`src/rtl/vga_sync_gen_pkg.sv`:
```
`timescale 1ns/1ps
`default_nettype none
// ============================================================================
// Module      : vga_timing_pkg
// Description : Default 640x480@60 timing constants, derived totals, sync
//               window bounds and the coordinate type for vga_sync_gen.
// Revision    : 1.0 - initial release
// ============================================================================
package vga_timing_pkg;

    localparam int CD_DEF       = 11;
    localparam int HD_DEF       = 640;
    localparam int HF_DEF       = 16;
    localparam int HR_DEF       = 96;
    localparam int HB_DEF       = 48;
    localparam int VD_DEF       = 480;
    localparam int VF_DEF       = 10;
    localparam int VR_DEF       = 2;
    localparam int VB_DEF       = 33;
    localparam int CLK_DIV_DEF  = 4;
    localparam int SYNC_DLY_DEF = 2;

    // Derived totals for the default mode
    localparam int HT_DEF = HD_DEF + HF_DEF + HR_DEF + HB_DEF;
    localparam int VT_DEF = VD_DEF + VF_DEF + VR_DEF + VB_DEF;

    // Inclusive sync windows for the default mode
    localparam int HS_START_DEF = HD_DEF + HF_DEF;
    localparam int HS_END_DEF   = HD_DEF + HF_DEF + HR_DEF - 1;
    localparam int VS_START_DEF = VD_DEF + VF_DEF;
    localparam int VS_END_DEF   = VD_DEF + VF_DEF + VR_DEF - 1;

    typedef logic [CD_DEF-1:0] coord_t;

    // Divider counter width; never below one bit
    function automatic int div_width(input int n);
        return (n > 2) ? $clog2(n) : 1;
    endfunction

endpackage : vga_timing_pkg
`default_nettype wire

```
`src/rtl/vga_sync_gen_if.sv`:
```
`timescale 1ns/1ps
`default_nettype none
// ============================================================================
// Module      : vga_sync_gen_if
// Description : Timing bundle between the sync generator (master) and the
//               frame cores consuming coordinates and sync (slave).
// Revision    : 1.0 - initial release
// ============================================================================
interface vga_sync_gen_if
    import vga_timing_pkg::*;
#(
    parameter int CD = CD_DEF
);
    logic          en;
    logic [CD-1:0] x;
    logic [CD-1:0] y;
    logic          p_tick;
    logic          video_on;
    logic          hsync;
    logic          vsync;
    logic          sof;
    logic          hsync_d;
    logic          vsync_d;
    logic          video_on_d;

    modport master (
        input  en,
        output x, y, p_tick, video_on, hsync, vsync, sof,
               hsync_d, vsync_d, video_on_d
    );

    modport slave (
        output en,
        input  x, y, p_tick, video_on, hsync, vsync, sof,
               hsync_d, vsync_d, video_on_d
    );

endinterface : vga_sync_gen_if
`default_nettype wire

```
`src/rtl/vga_sync_gen_sync_delay.sv`:
```
`timescale 1ns/1ps
`default_nettype none
// ============================================================================
// Module      : sync_delay
// Description : DEPTH-stage shift register with a per-bit reset value.
//               DEPTH=0 is a combinational pass-through.
// Revision    : 1.0 - initial release
// ============================================================================
module sync_delay
    import vga_timing_pkg::*;
#(
    parameter int               WIDTH   = 3,
    parameter int               DEPTH   = SYNC_DLY_DEF,
    parameter logic [WIDTH-1:0] RST_VAL = '0
) (
    input  wire               clk,
    input  wire               reset_n,
    input  wire  [WIDTH-1:0]  din,
    output logic [WIDTH-1:0]  dout
);

    if (DEPTH == 0) begin : g_bypass
        // Clock and reset are not needed without stages
        wire unused_bypass = clk ^ reset_n;
        assign dout = din;
    end else begin : g_shift
        logic [WIDTH-1:0] stage [DEPTH];

        // Shift one stage per clock; reset loads every stage with RST_VAL
        always_ff @(posedge clk or negedge reset_n) begin
            if (!reset_n) begin
                for (int i = 0; i < DEPTH; i++) begin
                    stage[i] <= RST_VAL;
                end
            end else begin
                stage[0] <= din;
                for (int i = 1; i < DEPTH; i++) begin
                    stage[i] <= stage[i-1];
                end
            end
        end

        assign dout = stage[DEPTH-1];
    end

endmodule : sync_delay
`default_nettype wire

```
`src/rtl/vga_sync_gen.sv`:
```
`timescale 1ns/1ps
`default_nettype none
// ============================================================================
// Module      : vga_sync_gen
// Description : Video timing generator. Divides clk into a pixel tick, runs
//               horizontal/vertical counters and produces registered
//               video_on/hsync/vsync/sof plus a delayed sync/blank copy.
// Revision    : 1.0 - initial release
// ============================================================================
module vga_sync_gen
    import vga_timing_pkg::*;
#(
    parameter int CD       = CD_DEF,
    parameter int HD       = HD_DEF,
    parameter int HF       = HF_DEF,
    parameter int HR       = HR_DEF,
    parameter int HB       = HB_DEF,
    parameter int VD       = VD_DEF,
    parameter int VF       = VF_DEF,
    parameter int VR       = VR_DEF,
    parameter int VB       = VB_DEF,
    parameter int CLK_DIV  = CLK_DIV_DEF,
    parameter int SYNC_DLY = SYNC_DLY_DEF
) (
    input  wire            clk,
    input  wire            reset_n,
    vga_sync_gen_if.master vga
);

    localparam int HT = HD + HF + HR + HB;
    localparam int VT = VD + VF + VR + VB;
    localparam int DW = div_width(CLK_DIV);

    localparam logic [DW-1:0] DIV_LAST = DW'(CLK_DIV - 1);
    localparam logic [CD-1:0] X_LAST   = CD'(HT - 1);
    localparam logic [CD-1:0] Y_LAST   = CD'(VT - 1);
    localparam logic [CD-1:0] X_VIS    = CD'(HD);
    localparam logic [CD-1:0] Y_VIS    = CD'(VD);
    localparam logic [CD-1:0] HS_LO    = CD'(HD + HF);
    localparam logic [CD-1:0] HS_HI    = CD'(HD + HF + HR - 1);
    localparam logic [CD-1:0] VS_LO    = CD'(VD + VF);
    localparam logic [CD-1:0] VS_HI    = CD'(VD + VF + VR - 1);

    // Elaboration-time parameter sanity checks
    if ((HT - 1) >= (2 ** CD) || (VT - 1) >= (2 ** CD)) begin : g_err_cd
        $error("vga_sync_gen: CD=%0d cannot hold HT-1=%0d / VT-1=%0d", CD, HT - 1, VT - 1);
    end
    if (CLK_DIV < 2) begin : g_err_div
        $error("vga_sync_gen: CLK_DIV=%0d must be at least 2", CLK_DIV);
    end
    if (SYNC_DLY < 0 || SYNC_DLY > 7) begin : g_err_dly
        $error("vga_sync_gen: SYNC_DLY=%0d outside 0..7", SYNC_DLY);
    end

    logic [DW-1:0] div_cnt;
    logic [CD-1:0] x_cnt;
    logic [CD-1:0] y_cnt;
    logic [CD-1:0] x_next;
    logic [CD-1:0] y_next;
    logic          running;
    logic          vid_reg;
    logic          hs_reg;
    logic          vs_reg;
    logic          sof_reg;
    logic          p_tick;
    logic [2:0]    sync_d;

    assign p_tick = vga.en && (div_cnt == DIV_LAST);

    // Next counter position; outputs are decoded from it so they line up with x/y
    always_comb begin
        x_next = x_cnt;
        y_next = y_cnt;
        if (p_tick) begin
            if (x_cnt == X_LAST) begin
                x_next = '0;
                y_next = (y_cnt == Y_LAST) ? '0 : y_cnt + CD'(1);
            end else begin
                x_next = x_cnt + CD'(1);
            end
        end
    end

    // Counters and registered decode; en low drops straight back to idle
    always_ff @(posedge clk or negedge reset_n) begin
        if (!reset_n) begin
            div_cnt <= '0;
            x_cnt   <= '0;
            y_cnt   <= '0;
            running <= 1'b0;
            vid_reg <= 1'b0;
            hs_reg  <= 1'b1;
            vs_reg  <= 1'b1;
            sof_reg <= 1'b0;
        end else if (!vga.en) begin
            div_cnt <= '0;
            x_cnt   <= '0;
            y_cnt   <= '0;
            running <= 1'b0;
            vid_reg <= 1'b0;
            hs_reg  <= 1'b1;
            vs_reg  <= 1'b1;
            sof_reg <= 1'b0;
        end else begin
            // The start edge keeps div at 0 so pixel (0,0) gets a full period
            div_cnt <= (running && !p_tick) ? div_cnt + DW'(1) : '0;
            x_cnt   <= x_next;
            y_cnt   <= y_next;
            running <= 1'b1;
            vid_reg <= (x_next < X_VIS) && (y_next < Y_VIS);
            hs_reg  <= !((x_next >= HS_LO) && (x_next <= HS_HI));
            vs_reg  <= !((y_next >= VS_LO) && (y_next <= VS_HI));
            sof_reg <= !running || (p_tick && (x_cnt == X_LAST) && (y_cnt == Y_LAST));
        end
    end

    sync_delay #(
        .WIDTH   (3),
        .DEPTH   (SYNC_DLY),
        .RST_VAL (3'b110)
    ) u_sync_delay (
        .clk     (clk),
        .reset_n (reset_n),
        .din     ({hs_reg, vs_reg, vid_reg}),
        .dout    (sync_d)
    );

    assign vga.x          = x_cnt;
    assign vga.y          = y_cnt;
    assign vga.p_tick     = p_tick;
    assign vga.video_on   = vid_reg;
    assign vga.hsync      = hs_reg;
    assign vga.vsync      = vs_reg;
    assign vga.sof        = sof_reg;
    assign vga.hsync_d    = sync_d[2];
    assign vga.vsync_d    = sync_d[1];
    assign vga.video_on_d = sync_d[0];

endmodule : vga_sync_gen
`default_nettype wire

```
`src/flat_wrapper.sv`:
```
// flat-port wrapper written by rule: the top's interface ports become plain ports
module vga_sync_gen_flat import vga_timing_pkg::*;
#(
    parameter int CD       = CD_DEF,
    parameter int HD       = HD_DEF,
    parameter int HF       = HF_DEF,
    parameter int HR       = HR_DEF,
    parameter int HB       = HB_DEF,
    parameter int VD       = VD_DEF,
    parameter int VF       = VF_DEF,
    parameter int VR       = VR_DEF,
    parameter int VB       = VB_DEF,
    parameter int CLK_DIV  = CLK_DIV_DEF,
    parameter int SYNC_DLY = SYNC_DLY_DEF
)
  (clk, reset_n, vga_en, vga_x, vga_y, vga_p_tick, vga_video_on, vga_hsync, vga_vsync, vga_sof, vga_hsync_d, vga_vsync_d, vga_video_on_d);
  vga_sync_gen_if #(.CD(CD)) vga_i ();
  input  wire clk;
  input  wire reset_n;
  input wire logic [$bits(vga_i.en)-1:0] vga_en;
  output wire logic [$bits(vga_i.x)-1:0] vga_x;
  output wire logic [$bits(vga_i.y)-1:0] vga_y;
  output wire logic [$bits(vga_i.p_tick)-1:0] vga_p_tick;
  output wire logic [$bits(vga_i.video_on)-1:0] vga_video_on;
  output wire logic [$bits(vga_i.hsync)-1:0] vga_hsync;
  output wire logic [$bits(vga_i.vsync)-1:0] vga_vsync;
  output wire logic [$bits(vga_i.sof)-1:0] vga_sof;
  output wire logic [$bits(vga_i.hsync_d)-1:0] vga_hsync_d;
  output wire logic [$bits(vga_i.vsync_d)-1:0] vga_vsync_d;
  output wire logic [$bits(vga_i.video_on_d)-1:0] vga_video_on_d;
  assign vga_i.en = vga_en;
  assign vga_x = vga_i.x;
  assign vga_y = vga_i.y;
  assign vga_p_tick = vga_i.p_tick;
  assign vga_video_on = vga_i.video_on;
  assign vga_hsync = vga_i.hsync;
  assign vga_vsync = vga_i.vsync;
  assign vga_sof = vga_i.sof;
  assign vga_hsync_d = vga_i.hsync_d;
  assign vga_vsync_d = vga_i.vsync_d;
  assign vga_video_on_d = vga_i.video_on_d;
  vga_sync_gen #(.CD(CD), .HD(HD), .HF(HF), .HR(HR), .HB(HB), .VD(VD), .VF(VF), .VR(VR), .VB(VB), .CLK_DIV(CLK_DIV), .SYNC_DLY(SYNC_DLY)) u_core (.clk(clk), .reset_n(reset_n), .vga(vga_i));
endmodule
```
`config.mk`:
```
export PLATFORM = sky130hd
export DESIGN_NAME = vga_sync_gen_flat
export DESIGN_NICKNAME = d
export VERILOG_FILES = /design/src/rtl/vga_sync_gen_pkg.sv /design/src/rtl/vga_sync_gen_if.sv /design/src/rtl/vga_sync_gen_sync_delay.sv /design/src/rtl/vga_sync_gen.sv /design/src/flat_wrapper.sv
export SDC_FILE = /design/constraint.sdc
export NUM_CORES = 1
export LEC_CHECK = 0
export CORE_ASPECT_RATIO = 0.6
export CORE_UTILIZATION = 39
export CTS_BUF_LIST = sky130_fd_sc_hd__clkbuf_4
export CTS_CLUSTER_DIAMETER = 120
export DETAILED_ROUTE_END_ITERATION = 10
export HOLD_SLACK_MARGIN = 0.05
export SLEW_MARGIN = 40
export SYNTH_ARGS = -nofsm -noshare
export SYNTH_HDL_FRONTEND = slang
export SYNTH_SLANG_ARGS = --single-unit
```
`constraint.sdc`:
```
create_clock -name clk -period 4.1 [get_ports clk]
set_input_delay 0.41 -clock clk [delete_from_list [all_inputs] [get_ports clk]]
set_output_delay 0.41 -clock clk [all_outputs]
set_load 0.01 [all_outputs]
```
### Yosys cells after proc, flatten, opt, wreduce, memory -nomap -nowiden

Cells that the tools add are included.

| storage, ports and cells | value |
|---|---|
| latch bits | 0 |
| flip-flop bits (word level) | 35 |
| bits of input ports | 3 |
| output and inout bits | 30 |
| ROM bits | 0 |
| RAM bits | 0 |
| word-level logic and storage cells | 48 |
| memories | 0 |

| cells by class | value |
|---|---|
| equality and inequality tests | 3 |
| magnitude comparators | 6 |
| add/subtract/negate cells | 3 |
| shift-type cells | 0 |
| multipliers | 0 |
| div/mod/pow operators | 0 |
| bitwise operators | 0 |
| mux-type cells | 14 |
| reduce and logical (&&, ||, !) cells | 12 |

Operators by type and width:

| kind | count |
|---|---|
| 11-bit two-way mux | 7 |
| 11-bit by 1-bit adder with 11-bit output, second input constant | 2 |
| 11-bit by 10-bit == test with 1-bit output, second input constant | 2 |
| 11-bit by 10-bit greater-or-equal comparator with 1-bit output, second input constant | 1 |
| 11-bit by 9-bit greater-or-equal comparator with 1-bit output, second input constant | 1 |
| 11-bit by 10-bit less-or-equal comparator with 1-bit output, second input constant | 1 |
| 11-bit by 9-bit less-or-equal comparator with 1-bit output, second input constant | 1 |
| 11-bit by 10-bit < comparator with 1-bit output, second input constant | 1 |
| 11-bit by 9-bit < comparator with 1-bit output, second input constant | 1 |
| 1-bit logical AND | 7 |
| 1-bit two-way mux | 5 |
| 1-bit zero test | 4 |
| 2-bit two-way mux | 2 |
| 2-bit by 1-bit adder with 2-bit output, second input constant | 1 |
| 2-bit == test, second input constant | 1 |
| 1-bit logical OR | 1 |

### Logic depth before layout (Yosys ltp)

| depth | value |
|---|---|
| word-level depth | 8 |
| gate-level depth with buffers | 8 |
| depth with buffers taken out | 7 |

### By module

From an unflattened synthesis, not the netlist that was laid out.

| second synthesis, totals | value |
|---|---|
| cell total of the unflattened synthesis | 205 |
| area, all modules | 2,039.5 um2 |

By module, submodules not included:

| module | times used | cells each | area an instance (um2) | sequential area each (um2) |
|---|---|---|---|---|
| vga_sync_gen | 1 | 196 | 1,861.8 | 728.2 |
| sync_delay | 1 | 9 | 177.7 | 155.1 |

### Worst setup path after synthesis

OpenSTA, ideal clock, no wires.

| path | value |
|---|---|
| path kind | reg-to-reg |
| from | register u_core.x_cnt[0], in the netlist u_core.vga.x[0] |
| to | register u_core.vid_reg, in the netlist u_core.vga.video_on |
| path buffers | 1 |
| required time | 3.980 ns |
| clock period less this slack | 2.097 ns |
| arrival time | 1.976 ns |
| cell stages (with the launch flop) | 8 |
| setup time | 0.120 ns |
| path slack | 2.003 ns |
| cells stage by stage | dfrtp_1 ha_1 and3_1 buf_2 nand4_4 or4_4 and4_4 o211a_1 |

| on the way | value |
|---|---|
| cells in the longest elaborated chain, start to end | 6 |
| elaborated cells between the ends (all ways) | 10 |
| those cells by class | add/sub: 1; order compare: 2; eq/ne: 1; mux: 5; reduce/logical: 1 |

RTL lines:

| item | line | source |
|---|---|---|
| from (decl) | vga_sync_gen.sv:56 | `logic [CD-1:0] x_cnt;` |
| from (signal assigned) | vga_sync_gen.sv:107 | `x_cnt <= x_next;` |
| 11-bit by 1-bit adder with 11-bit output / 11-bit by 10-bit == test with 1-bit output (equally long branches) | vga_sync_gen.sv:79, vga_sync_gen.sv:75 |  |
| 11-bit two-way mux | vga_sync_gen.sv:75 | `if (x_cnt == X_LAST) begin` |
| 11-bit two-way mux | vga_sync_gen.sv:74 | `if (p_tick) begin` |
| 11-bit by 10-bit < comparator with 1-bit output / 11-bit by 9-bit < comparator with 1-bit output (equally long branches) | vga_sync_gen.sv:110 | `vid_reg <= (x_next < X_VIS) && (y_next < Y_VIS);` |
| 1-bit logical AND (*) | vga_sync_gen.sv:110 |  |
| 1-bit two-way mux (*) | vga_sync_gen.sv:95 | `end else if (!vga.en) begin` |
| to (signal assigned) | vga_sync_gen.sv:110 |  |
| to (decl) | vga_sync_gen.sv:61 | `logic vid_reg;` |

Every way passes the cells marked *; elsewhere a longest branch is shown, timed or not.

### Worst setup path in the final report

| path | value |
|---|---|
| from | input vga_en |
| to | register u_core.vid_reg, in the netlist u_core.vga.video_on |

| on the way | value |
|---|---|
| cells in the longest elaborated chain, start to end | 5 |
| elaborated cells between the ends (all ways) | 7 |
| those cells by class | order compare: 2; mux: 3; reduce/logical: 2 |

RTL lines:

| item | line | source |
|---|---|---|
| from (decl) | flat_wrapper.sv:20 | `input wire logic [$bits(vga_i.en)-1:0] vga_en;` |
| 1-bit logical AND | vga_sync_gen.sv:68 | `assign p_tick = vga.en && (div_cnt == DIV_LAST);` |
| 11-bit two-way mux | vga_sync_gen.sv:74 |  |
| 11-bit by 10-bit < comparator with 1-bit output / 11-bit by 9-bit < comparator with 1-bit output (equally long branches) | vga_sync_gen.sv:110 |  |
| 1-bit logical AND | vga_sync_gen.sv:110 |  |
| 1-bit two-way mux (*) | vga_sync_gen.sv:95 |  |

Marked as above.

==> summary.txt <==
STA
  • Final Max Tran Viols: 0
  • Slew HR: 62.4%
  • Share of the clock period used by the worst path after layout: between 60 and 70%
  • Fmax: approximately 0.38 GHz
  • Transition time at the pin with the least slew margin: 0.563 ns
  • Clock period minus final worst setup slack: roughly 2.6 ns
  • Worst-case clock skew: approximately 0.013 ns
  • Post-route setup TNS: 0 ns
  • Unrepaired setup endpoints after global routing: false
  • Number of hold-slack violations in the final timing report: 0
  • Total setup violations reported at the end of the flow: 0

Synth
  • Cell variety after synth: 49
  • Number of enable-type register cells in the synthesized netlist: 0
  • Mean post-synth cell area: 9.52 um2
  • Fraction of registers with async set/reset: 100%
  • Share of the yosys chip area belonging to registers: a little under half
  • Top area cells in the synthesized netlist: sky130_fd_sc_hd__dfrtp_1 38%, sky130_fd_sc_hd__dfstp_2 8.3%, sky130_fd_sc_hd__nor2_1 4.5%
  • Post-synthesis instance total: 200
  • Most instantiated library cell after synthesis: sky130_fd_sc_hd__dfrtp_1
  • Number of synthesis warnings: 0
  • Most used DFF post-synth: sky130_fd_sc_hd__dfrtp_1
  • Area share of the largest cell type after synthesis: 38.1%
  • Biggest area consumer among synthesized cells: sky130_fd_sc_hd__dfrtp_1
  • Post-synthesis register bit count: 35
  • Commonest cells in the synthesized netlist: 29 x sky130_fd_sc_hd__dfrtp_1, 23 x sky130_fd_sc_hd__nor2_1, 17 x sky130_fd_sc_hd__nand2_1, 13 x sky130_fd_sc_hd__nand3_1, 9 x sky130_fd_sc_hd__nor3_1
  • Post-synthesis instance area: roughly 0.0019 mm2
  • Net count after synthesis: ~210

Layout
  • Number of antenna repair diodes: 0
  • Area added between synthesis and finish: 21.3%
  • Number of standard cells in the layout, taps in and fillers out: 292
  • Multi-input gate area in the final layout: 936 um2
  • Share of final-layout standard cells stronger than drive strength 1: about a tenth
  • Net count of the finished layout: 235
  • Final design area excluding fillers: 0.00231 mm2
  • Filler Cell Count: about 430
  • Area of all sequential standard cells: 883 um2

Setup path
  • Setup slack, reg-to-reg: about 1.7 ns
  • Crit Reg-Reg Startpoint: u_core.div_cnt[0]
  • Terminus of the critical flop-to-flop path: u_core.vga.video_on
  • Required time worst endpoint: ~4.3 ns
  • Max Fanout on Critical Path: 19
  • Data arrival time at the worst-slack endpoint: 2.87 ns
  • Capturing element of the worst setup path: u_core.vga.video_on
  • Worst Path Class, Setup: input pin to flop
  • R2r worst-path depth: 6
  • Startpoint Class: input pin
  • CP endpoint kind: flop
  • Start point of the critical path: vga_en

Global routing
  • Number of antenna violations at the first check in global routing: 0
  • Via count of the first global-routing pass: between 1000 and 1500
  • Largest net degree at the start of global routing: 36
  • Global-route usage over all layers: about a fifth
  • Global-route wire length before repair: 7460 um
  • Gr ovfl total: 0

Power and ir drop
  • Peak VDD IR: 0.147 mV
  • Cell Pwr Density: roughly 260 mW/mm2
  • Static leakage: around 0.94 nW

Flow run
  • Max-cap violations: 0

Place
  • Number of placed cells counting well taps: around 280
  • Total placed instance area: 0.00225 mm2
  • # port buffers: 32
  • Routability Congestion: just under 0.9
  • Total half-perimeter wirelength after legalization and detailed placement: roughly 3200 um

Die
  • Chip Height: around 56 um
  • Number of rows created at floorplan: 19
  • Die footprint: 0.00518 mm2
  • Number of primary I/O pins: 33
  • Die W: approximately 92 um
  • Standard cell core area: approximately 0.0046 mm2
  • Initial core utilization: 41.1%

Route
  • Wire length after detailed routing: around 4600 um
  • Detail-routed via count per cell: between 5 and 6
  • Routed wirelength normalized by instance count: 15.6 um
  • Antenna violation net count after detailed routing: 0
  • Via count of the routed design: 1585
  • Router iterations before antenna repair: 4
  • DRC violation count after routing: 0
  • Initial detailed-routing violation count: 95

CTS
  • Number of sinks driven by the clock tree: 35
  • Deepest clock path buffer count: 2
  • Post-CTS Setup Inserts: 0
  • Clock transition at path regs: about 0.11 ns
  • Clock tree from TritonCTS: yes
  • Hold buffer count at CTS: 0
  • CTS Root Cell: sky130_fd_sc_hd__clkbuf_4
  • Cts bufs inserted: 5
  • CTS H-Tree Depth: 2
  • Resized Gates After CTS: 0
  • Skew-Pair Late Insertion Delay: between 0.3 and 0.4 ns

Run status
  • Outcome: complete, no violations

Worst hold path
  • Worst min-delay path category: flop to flop
==> metrics by stage <==
stage	total power [W]	utilization (%)	setup slack [ns]	hold slack [ns]
2_1_floorplan	0.000379	-	2.00	0.114
3_3_place_gp	0.000402	48.6	1.23	0.332
3_5_place_dp	0.000401	48.6	1.14	0.337
4_1_cts	0.000596	49.8	1.49	0.358
5_1_grt	0.000618	49.8	1.41	0.358
6_report	0.000594	49.8	1.47	0.353
==> worst max-delay path: stages <==
cell,delay [ns]
sky130_fd_sc_hd__clkdlybuf4s50_1,0.82
sky130_fd_sc_hd__and3_1,0.35
sky130_fd_sc_hd__nand4_4,0.27
sky130_fd_sc_hd__or4_4,0.60
sky130_fd_sc_hd__and4_4,0.21
sky130_fd_sc_hd__o211a_1,0.20
==> metal layers <==
metal | vias up | global-route usage, % | share of wire, %
met5 | - | 0 | 0
met4 | 0 | 5.13 | 0.75
met3 | 6 | 6.83 | 7.8
met2 | 56 | 22.3 | 37
met1 | 747 | 31.4 | 54
li1 | 776 | - | -
==> power by group <==
part | leakage (nW) | switching, W | internal [W]
clock | 0.0317 | 0.000126 | 0.0000728
combinational | 0.450 | 0.0000229 | 0.0000154
sequential | 0.456 | 0.00000625 | 0.000351
total | 0.938 | 0.000155 | 0.000439
==> cells in the final DEF (no fill, tap or decap), drive strengths merged, types with 3 or more instances in the layout <==
master          n
nand3          13
nand4           5
or2             3
nand2          17
nor2           23
and2            3
xor2            5
clkbuf          6
a2bb2oi         3
and3            4
nor3            9
dfstp           6
clkdlybuf4s50  32
inv             6
nor4            3
o21ai           5
ha              4
dfrtp          29
a21oi           7
o31ai           3
nor2b           3
xnor2           7
==> final cells by class <==
type / count / area share (%)
clock inverters: 2 / 0.542
repair buffers: 33 / 14.2
multi-input cells: 146 / 40.5
flip-flops and latches: 35 / 38.2
inverters: 7 / 1.14
clock buffers: 6 / 1.95
well taps: 63 / 3.41
==> worst min path at each step <==
stage / end / depth (start not counted) / startpoint
2_1_floorplan: u_core.div_cnt[0] / 0 / reset_n
3_3_place_gp: u_core.u_sync_delay.dout[0] / 0 / u_core.u_sync_delay.g_shift.stage[3]
3_5_place_dp: u_core.u_sync_delay.dout[0] / 0 / u_core.u_sync_delay.g_shift.stage[3]
4_1_cts: u_core.u_sync_delay.dout[0] / 0 / u_core.u_sync_delay.g_shift.stage[3]
5_1_grt: u_core.u_sync_delay.dout[0] / 0 / u_core.u_sync_delay.g_shift.stage[3]
6_report: u_core.u_sync_delay.dout[0] / 0 / u_core.u_sync_delay.g_shift.stage[3]
==> cells by family after synthesis <==
group / after synthesis / share of synthesized area [%]
muxes: 1 / 0.526
xor gates and xnor gates: 12 / 5.52
adders and majority gates: 4 / 2.63
buffers and inverters: 19 / 4.47
DFF: 35 / 46.4
AOI/OAI and AO/OA: 33 / 12.4
and+or+nand+nor: 96 / 28.1
Note: power is estimated with default switching activity, not from simulation.
